===== config.mk =====
export PLATFORM = sky130hd
export DESIGN_NAME = sample_rom_arbiter
export DESIGN_NICKNAME = d
export VERILOG_FILES = /design/src/rtl/drum_pkg.sv /design/src/rtl/rr_arbiter.sv /design/src/rtl/sample_rom_arbiter.sv
export SDC_FILE = /design/constraint.sdc
export NUM_CORES = 1
export LEC_CHECK = 0
export CAP_MARGIN = 20
export CORE_AREA = 3 3 75 77
export CTS_CLUSTER_DIAMETER = 50
export CTS_CLUSTER_SIZE = 40
export DETAILED_ROUTE_END_ITERATION = 16
export DIE_AREA = 0 0 78 80
export PLACE_DENSITY = 0.92
export SLEW_MARGIN = 10
export SYNTH_ARGS = -nofsm -noshare
export SYNTH_HDL_FRONTEND = slang
export SYNTH_HIERARCHICAL = 1
export SYNTH_SLANG_ARGS = --single-unit

===== constraint.sdc =====
create_clock -name clk -period 3.95 [get_ports clk]
set_input_delay 0.395 -clock clk [delete_from_list [all_inputs] [get_ports clk]]
set_output_delay 0.395 -clock clk [all_outputs]
set_load 0.1 [all_outputs]

===== src/rtl/drum_pkg.sv =====
// Shared drum-voice definitions for the sample ROM arbiter: voice indices,
// pipeline tag type and a request-contention helper.
package drum_pkg;

    localparam int NUM_VOICES = 4;

    typedef logic [1:0] voice_t;

    localparam voice_t KICK  = 2'd0;
    localparam voice_t SNARE = 2'd1;
    localparam voice_t HAT   = 2'd2;
    localparam voice_t CLAP  = 2'd3;

    typedef struct packed {
        logic   vld;
        voice_t voice;
    } tag_t;

    // True when two or more voices request in the same cycle.
    function automatic logic multi_req(input logic [NUM_VOICES-1:0] r);
        int unsigned n;
        n = 0;
        for (int i = 0; i < NUM_VOICES; i++) begin
            n += 32'(r[i]);
        end
        return n >= 2;
    endfunction

endpackage


===== src/rtl/rr_arbiter.sv =====
// Round-robin grant selection over the four drum voices; the priority pointer
// moves one past the winner at the end of every grant cycle.
module rr_arbiter
    import drum_pkg::*;
(
    input  logic                  clk,
    input  logic                  reset,
    input  logic                  en,
    input  logic [NUM_VOICES-1:0] req,
    output logic [NUM_VOICES-1:0] gnt,
    output voice_t                gnt_idx,
    output logic                  gnt_vld
);

    voice_t ptr_q, ptr_d;
    voice_t cand;

    // NOTE: every output of this block gets a default first so no path leaves a latch.
    always_comb begin
        gnt     = '0;
        gnt_idx = ptr_q;
        gnt_vld = 1'b0;
        ptr_d   = ptr_q;
        cand    = ptr_q;
        if (en) begin
            // Walk from the farthest offset back to ptr so the nearest requester wins.
            for (int i = NUM_VOICES - 1; i >= 0; i--) begin
                cand = ptr_q + voice_t'(i);
                if (req[cand]) begin
                    gnt_idx = cand;
                    gnt_vld = 1'b1;
                end
            end
        end
        if (gnt_vld) begin
            gnt[gnt_idx] = 1'b1;
            ptr_d        = gnt_idx + voice_t'(1);
        end
    end

    // NOTE: state registers use non-blocking assignments so all flops update together.
    always_ff @(posedge clk or posedge reset) begin
        if (reset) begin
            ptr_q <= KICK;
        end else begin
            ptr_q <= ptr_d;
        end
    end

endmodule


===== src/rtl/sample_rom_arbiter.sv =====
// Four-voice sample ROM arbiter: registered ROM request, tag pipeline matched to
// ROM latency, registered return. Contention counter built only with SAMPLE_ROM_ARB_STATS_EN.
module sample_rom_arbiter
    import drum_pkg::*;
#(
    parameter int ADDR_W  = 14,
    parameter int DATA_W  = 8,
    parameter int ROM_LAT = 2
) (
    input  logic                         clk,
    input  logic                         reset,
    input  logic                         en,
    input  logic [NUM_VOICES-1:0]        req,
    input  logic [NUM_VOICES*ADDR_W-1:0] addr,
    output logic [NUM_VOICES-1:0]        gnt,
    output logic                         rom_rd,
    output logic [ADDR_W-1:0]            rom_addr,
    input  logic [DATA_W-1:0]            rom_data,
    output logic [NUM_VOICES-1:0]        rd_valid,
    output logic [DATA_W-1:0]            rd_data,
    output logic [15:0]                  conflict_cnt
);

    voice_t gnt_idx;
    logic   gnt_vld;

    rr_arbiter u_rr_arbiter (
        .clk     (clk),
        .reset   (reset),
        .en      (en),
        .req     (req),
        .gnt     (gnt),
        .gnt_idx (gnt_idx),
        .gnt_vld (gnt_vld)
    );

    logic                  rom_rd_q,   rom_rd_d;
    logic [ADDR_W-1:0]     rom_addr_q, rom_addr_d;
    logic [NUM_VOICES-1:0] rd_valid_q, rd_valid_d;
    logic [DATA_W-1:0]     rd_data_q,  rd_data_d;
    tag_t                  tag_q [0:ROM_LAT];
    tag_t                  tag_d [0:ROM_LAT];

    always_comb begin
        rom_rd_d   = gnt_vld;
        rom_addr_d = rom_addr_q;
        if (gnt_vld) begin
            rom_addr_d = addr[int'(gnt_idx)*ADDR_W +: ADDR_W];
        end

        // Stage 0 lines up with rom_rd; the last stage lines up with rom_data.
        tag_d[0] = '{vld: gnt_vld, voice: gnt_idx};
        for (int k = 1; k <= ROM_LAT; k++) begin
            tag_d[k] = tag_q[k-1];
        end

        rd_valid_d = '0;
        rd_data_d  = rd_data_q;
        if (tag_q[ROM_LAT].vld) begin
            rd_valid_d[tag_q[ROM_LAT].voice] = 1'b1;
            rd_data_d                        = rom_data;
        end
    end

    // NOTE: the tag pipeline is reset too, so reads in flight at reset never return.
    always_ff @(posedge clk or posedge reset) begin
        if (reset) begin
            rom_rd_q   <= 1'b0;
            rom_addr_q <= '0;
            rd_valid_q <= '0;
            rd_data_q  <= '0;
            for (int k = 0; k <= ROM_LAT; k++) begin
                tag_q[k] <= '0;
            end
        end else begin
            rom_rd_q   <= rom_rd_d;
            rom_addr_q <= rom_addr_d;
            rd_valid_q <= rd_valid_d;
            rd_data_q  <= rd_data_d;
            for (int k = 0; k <= ROM_LAT; k++) begin
                tag_q[k] <= tag_d[k];
            end
        end
    end

    assign rom_rd   = rom_rd_q;
    assign rom_addr = rom_addr_q;
    assign rd_valid = rd_valid_q;
    assign rd_data  = rd_data_q;

`ifdef SAMPLE_ROM_ARB_STATS_EN
    logic [15:0] conflict_cnt_q, conflict_cnt_d;

    always_comb begin
        conflict_cnt_d = conflict_cnt_q;
        if (en && multi_req(req) && (conflict_cnt_q != 16'hFFFF)) begin
            conflict_cnt_d = conflict_cnt_q + 16'd1;
        end
    end

    always_ff @(posedge clk or posedge reset) begin
        if (reset) begin
            conflict_cnt_q <= '0;
        end else begin
            conflict_cnt_q <= conflict_cnt_d;
        end
    end

    assign conflict_cnt = conflict_cnt_q;
`else
    assign conflict_cnt = '0;
`endif

endmodule

Word level (Yosys, flattened, before mapping). Index checks and enable logic that the tools add are counted.

Register bits after elaboration: 37. Word-level logic and storage cells: 50.

Add/subtract/negate cells: 4. Multiply operators: 1. Order comparisons: 8. Shifts and indexed selects: 1. Mux-type cells: 24. Reduce and logical (&&, ||, !) cells: 2.

Operators by type and width (number): $shiftx 56x7->14 (1); $lt 2x3->1 const B (6); $mux 1 (11); $mux 2 (5); $bmux 1 s2 (4); $mux 4 (2); $mul 2x3->5 const B (1); $add 2x1->2 const B (2); $add 2x2->2 const B (2); $demux 1 s2 (2); $ge 2x1->1 const B (2); $logic_and 1x1->1 (2).

Logic depth before layout (Yosys ltp).
Depth in word-level cells: 13. Depth in mapped cells: 9.

Modules after synthesis. The synthesis kept the hierarchy.

Modules (own cells, without submodules): sample_rom_arbiter (instances 1, cells an instance 131, area an instance 1694.1 um2); rr_arbiter (instances 1, cells an instance 40, area an instance 334.1 um2).

Worst setup path after synthesis. No wires, ideal clock.

Path type: in2out. Start: in en. End: out gnt[0]. Arrival time: 2.631 ns. Path slack: 0.924 ns. Stages on the path: 5. Buffers on the path: 0. Cells stage by stage: or2b_1 or4_1 nor2b_4 or2_4 nor2_1.

Longest elaborated chain between the ends: 6. Elaborated cells on any way between the ends: 8. Classes of those cells: order compare: 2; mux: 5; reduce/logical: 1.

Ends and longest elaborated chain: start, declared (RTL line sample_rom_arbiter.sv:12) `input logic en,`; $mux 2 (*) (RTL line rr_arbiter.sv:25) `if (en) begin`; net gnt_idx[1] (RTL line sample_rom_arbiter.sv:24) `voice_t gnt_idx;`; $lt 2x3->1 (not written as such) or $ge 2x1->1 (tied branches) (RTL line rr_arbiter.sv:36) `gnt[gnt_idx] = 1'b1;`; $logic_and 1x1->1 (not written as such) (RTL line rr_arbiter.sv:36); $mux 1 (not written as such) (RTL line rr_arbiter.sv:36); $demux 1 s2 (*); $mux 4 (*) (RTL line rr_arbiter.sv:35) `if (gnt_vld) begin`; end, declared (RTL line sample_rom_arbiter.sv:15) `output logic [NUM_VOICES-1:0] gnt,`.

Mark *: on every way through the listed nets, which the timed path passes. The rest lies on a longest branch.

Worst setup path in the final report.
Start: in req[0]. End: out gnt[3].

Longest elaborated chain between the ends: 12. Elaborated cells on any way between the ends: 24. Classes of those cells: order compare: 2; mux: 21; reduce/logical: 1.

Ends and longest elaborated chain: start, declared (RTL line sample_rom_arbiter.sv:13) `input logic [NUM_VOICES-1:0] req,`; $bmux 1 s2 (RTL line rr_arbiter.sv:29) `if (req[cand]) begin`; $mux 1 (not written as such) (RTL line rr_arbiter.sv:29); $mux 2 (3 in a row) (RTL line rr_arbiter.sv:29); $mux 2 (*) (RTL line rr_arbiter.sv:29); $mux 2 (*) (RTL line rr_arbiter.sv:25); net gnt_idx[0] (RTL line sample_rom_arbiter.sv:24); $lt 2x3->1 (not written as such) or $ge 2x1->1 (tied branches) (RTL line rr_arbiter.sv:36); $logic_and 1x1->1 (not written as such) (RTL line rr_arbiter.sv:36); $mux 1 (not written as such) (RTL line rr_arbiter.sv:36); $demux 1 s2 (*); $mux 4 (*) (RTL line rr_arbiter.sv:35).

Mark *: on every way through the listed nets, which the timed path passes. The rest lies on a longest branch. The select of a mux whose other input is x is not followed.

==> flow_summary.toml <==
[layout]
drive_gt1_share_pct = 12.0
final_cells = 345
syn_to_final_growth_pct = 53.2
fillers = 437
fin_nets = 345
diodes = 0

[timing]
rsz0062_at_grt = "false"
tns_ns = 0
setup_slack_ns = 1.01
tightest_slew_ns = 1.00
clock_skew_ns = 0.00532
max_freq_ghz = 0.341
period_share_pct = 74.3
report.final.slew_viol_count = 0
layout_min_cycle_time_ns = 2.94
setup_viol = 0
relSlewSlack_pct = 33.1
finalHoldViolations = 0

[placed_design]
dp_worst_setup_slack_ns = 0.956
placedCellCount = 337
numPortBuffers = 101
gp_congestion = 0.762
dp_hpwl_mm = 3.95

[drt]
drt-total-wl_mm = 5.01
drc = 0
drtPass1Iterations = 4
drtIter0Drc = 51
ant_nets = 0
vias_per_cell = 4.80
wl_per_cell_um = 14.5
num_vias = 1655

[grt]
grt_start_max_net_pins = 36
grt_pass1_wl_mm = 7.68
antenna_found_initial = 0
grt_pass1_vias = 1677
gr-total-overflow = 0
grt.total_usage_pct = 15.5

[logic_synthesis]
synthesis.area_um2 = 2030
seq_area_frac_synth_pct = 45.7
ys_seq_elements = 37
yosysWarnings = 6
synth.area.top_cells = "dfrtp_1 46%, mux2i_1 14%, nand2b_1 6.2%"
yosysUniqueCellTypes = 37
yosys-top-cells-count = "37 x dfrtp_1, 28 x mux2i_1, 20 x nand2b_1"
synthFlopType = "dfrtp_1"
synth_top_cell_by_area = "dfrtp_1"
yosysTopAreaCellShare_pct = 45.7
synth-edff-count = 0
ys_async_sr_fraction_pct = 100
synth_cells = 171
synth_most_common_cell = "dfrtp_1"
syn_area_per_cell_um2 = 11.9

[power]
power.density_nw_per_um2 = 799
power_w = 0.00248
leakagePower_nw = 1.37
ir_drop_mv = 0.517

[critical_path]
r2r-end = "rom_addr[8]$_DFFE_PP0P_"
crit_path_end_kind = "primary output"
cp_data_required_time_ns = 3.56
crit_type = "in2out"
critPathMaxFanout = 12
startpoint_type = "primary input"
r2r_setup_slack_ns = 1.47
startpoint = "req[0]"
rr_startpoint = "u_rr_arbiter/ptr_q[1]$_DFFE_PP0P_"
rr_worst_depth = 8
arrival_ns = 2.54

[cts]
htree_levels = 2
cts.sinks = 37
postCtsSetupBuffers = 0
cts_root_buffer = "clkbuf_8"
clk_pin_slew_worst_paths_ns = 0.07
hold_buffers = 0
cts_tree = "yes"
cts_buffers = 5
cts_resized = 0
clock_path_buffers = 2
insertion_delay_ns = 0.28

[floorplanning]
start_util_pct = 40.0
die-area_um2 = 6240
placementRows = 26
core_um2 = 5070
die_w_um = 78
die_h_um = 80
ios = 118

[outcome]
outcome = "completed"

[hold_path]
hp-class = "in2async"

[run]
cap_violations = 0
## cell usage in the layout, fill, tap and decap left out, types with 2 or more instances in the layout
| cell | instances |
|---|---|
| conb_1 | 16 |
| nor2_1 | 6 |
| nor3b_1 | 2 |
| nand2_1 | 2 |
| o221ai_1 | 14 |
| mux2_2 | 9 |
| inv_2 | 3 |
| dfrtp_1 | 37 |
| mux2i_1 | 28 |
| clkbuf_8 | 5 |
| buf_4 | 6 |
| nor2b_1 | 2 |
| inv_1 | 4 |
| clkdlybuf4s50_1 | 97 |
| nand2b_1 | 20 |
## worst max-delay path, cell delays in order
cell and delay [ns]:
clkdlybuf4s50_1 0.50, nand2b_1 0.18, mux4_2 0.48, a21bo_1 0.20
and2_4 0.15, inv_2 0.22, and2_1 0.23, buf_12 0.18
## how the worst max path moves through the flow
stage | slack [ns] | cells past startpoint | endpoint
global route | 0.89 | 8 | gnt[3]
finish | 1.01 | 8 | gnt[3]
CTS | 1.01 | 8 | gnt[3]
floorplan | 0.92 | 5 | gnt[0]
global placement | 1.03 | 9 | rom_addr[4]$_DFFE_PP0P_
detailed placement | 0.96 | 9 | rom_addr[8]$_DFFE_PP0P_
## sequential cells by signal (all words and copies together), names as in the netlist
name	flops
rd_data	8
rd_valid	4
rom_addr	14
tag_d	6
tag_q	3
u_rr_arbiter/ptr_q	2
## area by class of cell
| type | count | area, um2 | area share [%] |
|---|---|---|---|
| Clock buffer | 5 | 68.8 | 2.21 |
| Clock inverter | 3 | 21.3 | 0.684 |
| Inverter | 7 | 26.3 | 0.845 |
| Multi-Input combinational cell | 119 | 942 | 30.3 |
| Sequential cell | 37 | 926 | 29.8 |
| Tap cell | 70 | 87.6 | 2.82 |
| Timing Repair Buffer | 104 | 1040 | 33.3 |
## per-layer routing
metal  track usage (%)  up-vias  wire length, um
li1                  -      785                -
met1              17.7      802             1970
met2              28.7       66             2670
met3              4.18        2              349
met4              3.67        0               21
met5                 0        -                0
## where the power goes
group          internal (W)  switching (W)
logic              0.000486        0.00115
clock network      0.000125       0.000133
registers          0.000511      0.0000814
## logic make-up (layout without fill, tap and decap cells)
kind of cell / Yosys count / in the layout / synth area share [%]
simple gates: 42 / 42 / 13.0
compound gates: 21 / 21 / 9.62
other cells: 1 / 16 / 0.185
xor+xnor: 1 / 1 / 0.432
flops: 37 / 37 / 45.7
buf+inv: 30 / 119 / 10.7
mux: 39 / 39 / 20.5
## per-stage QoR
step	utilization, %	instance area (um2)	hold slack, ns
after global placement	59.5	3020	0.334
after detailed placement	59.5	3020	0.336
after floorplan	-	2080	0.136
final	61.2	3110	0.292
after global routing	61.2	3110	0.313
after CTS	61.2	3110	0.289
No activity file was read; power rests on OpenSTA's default activity.
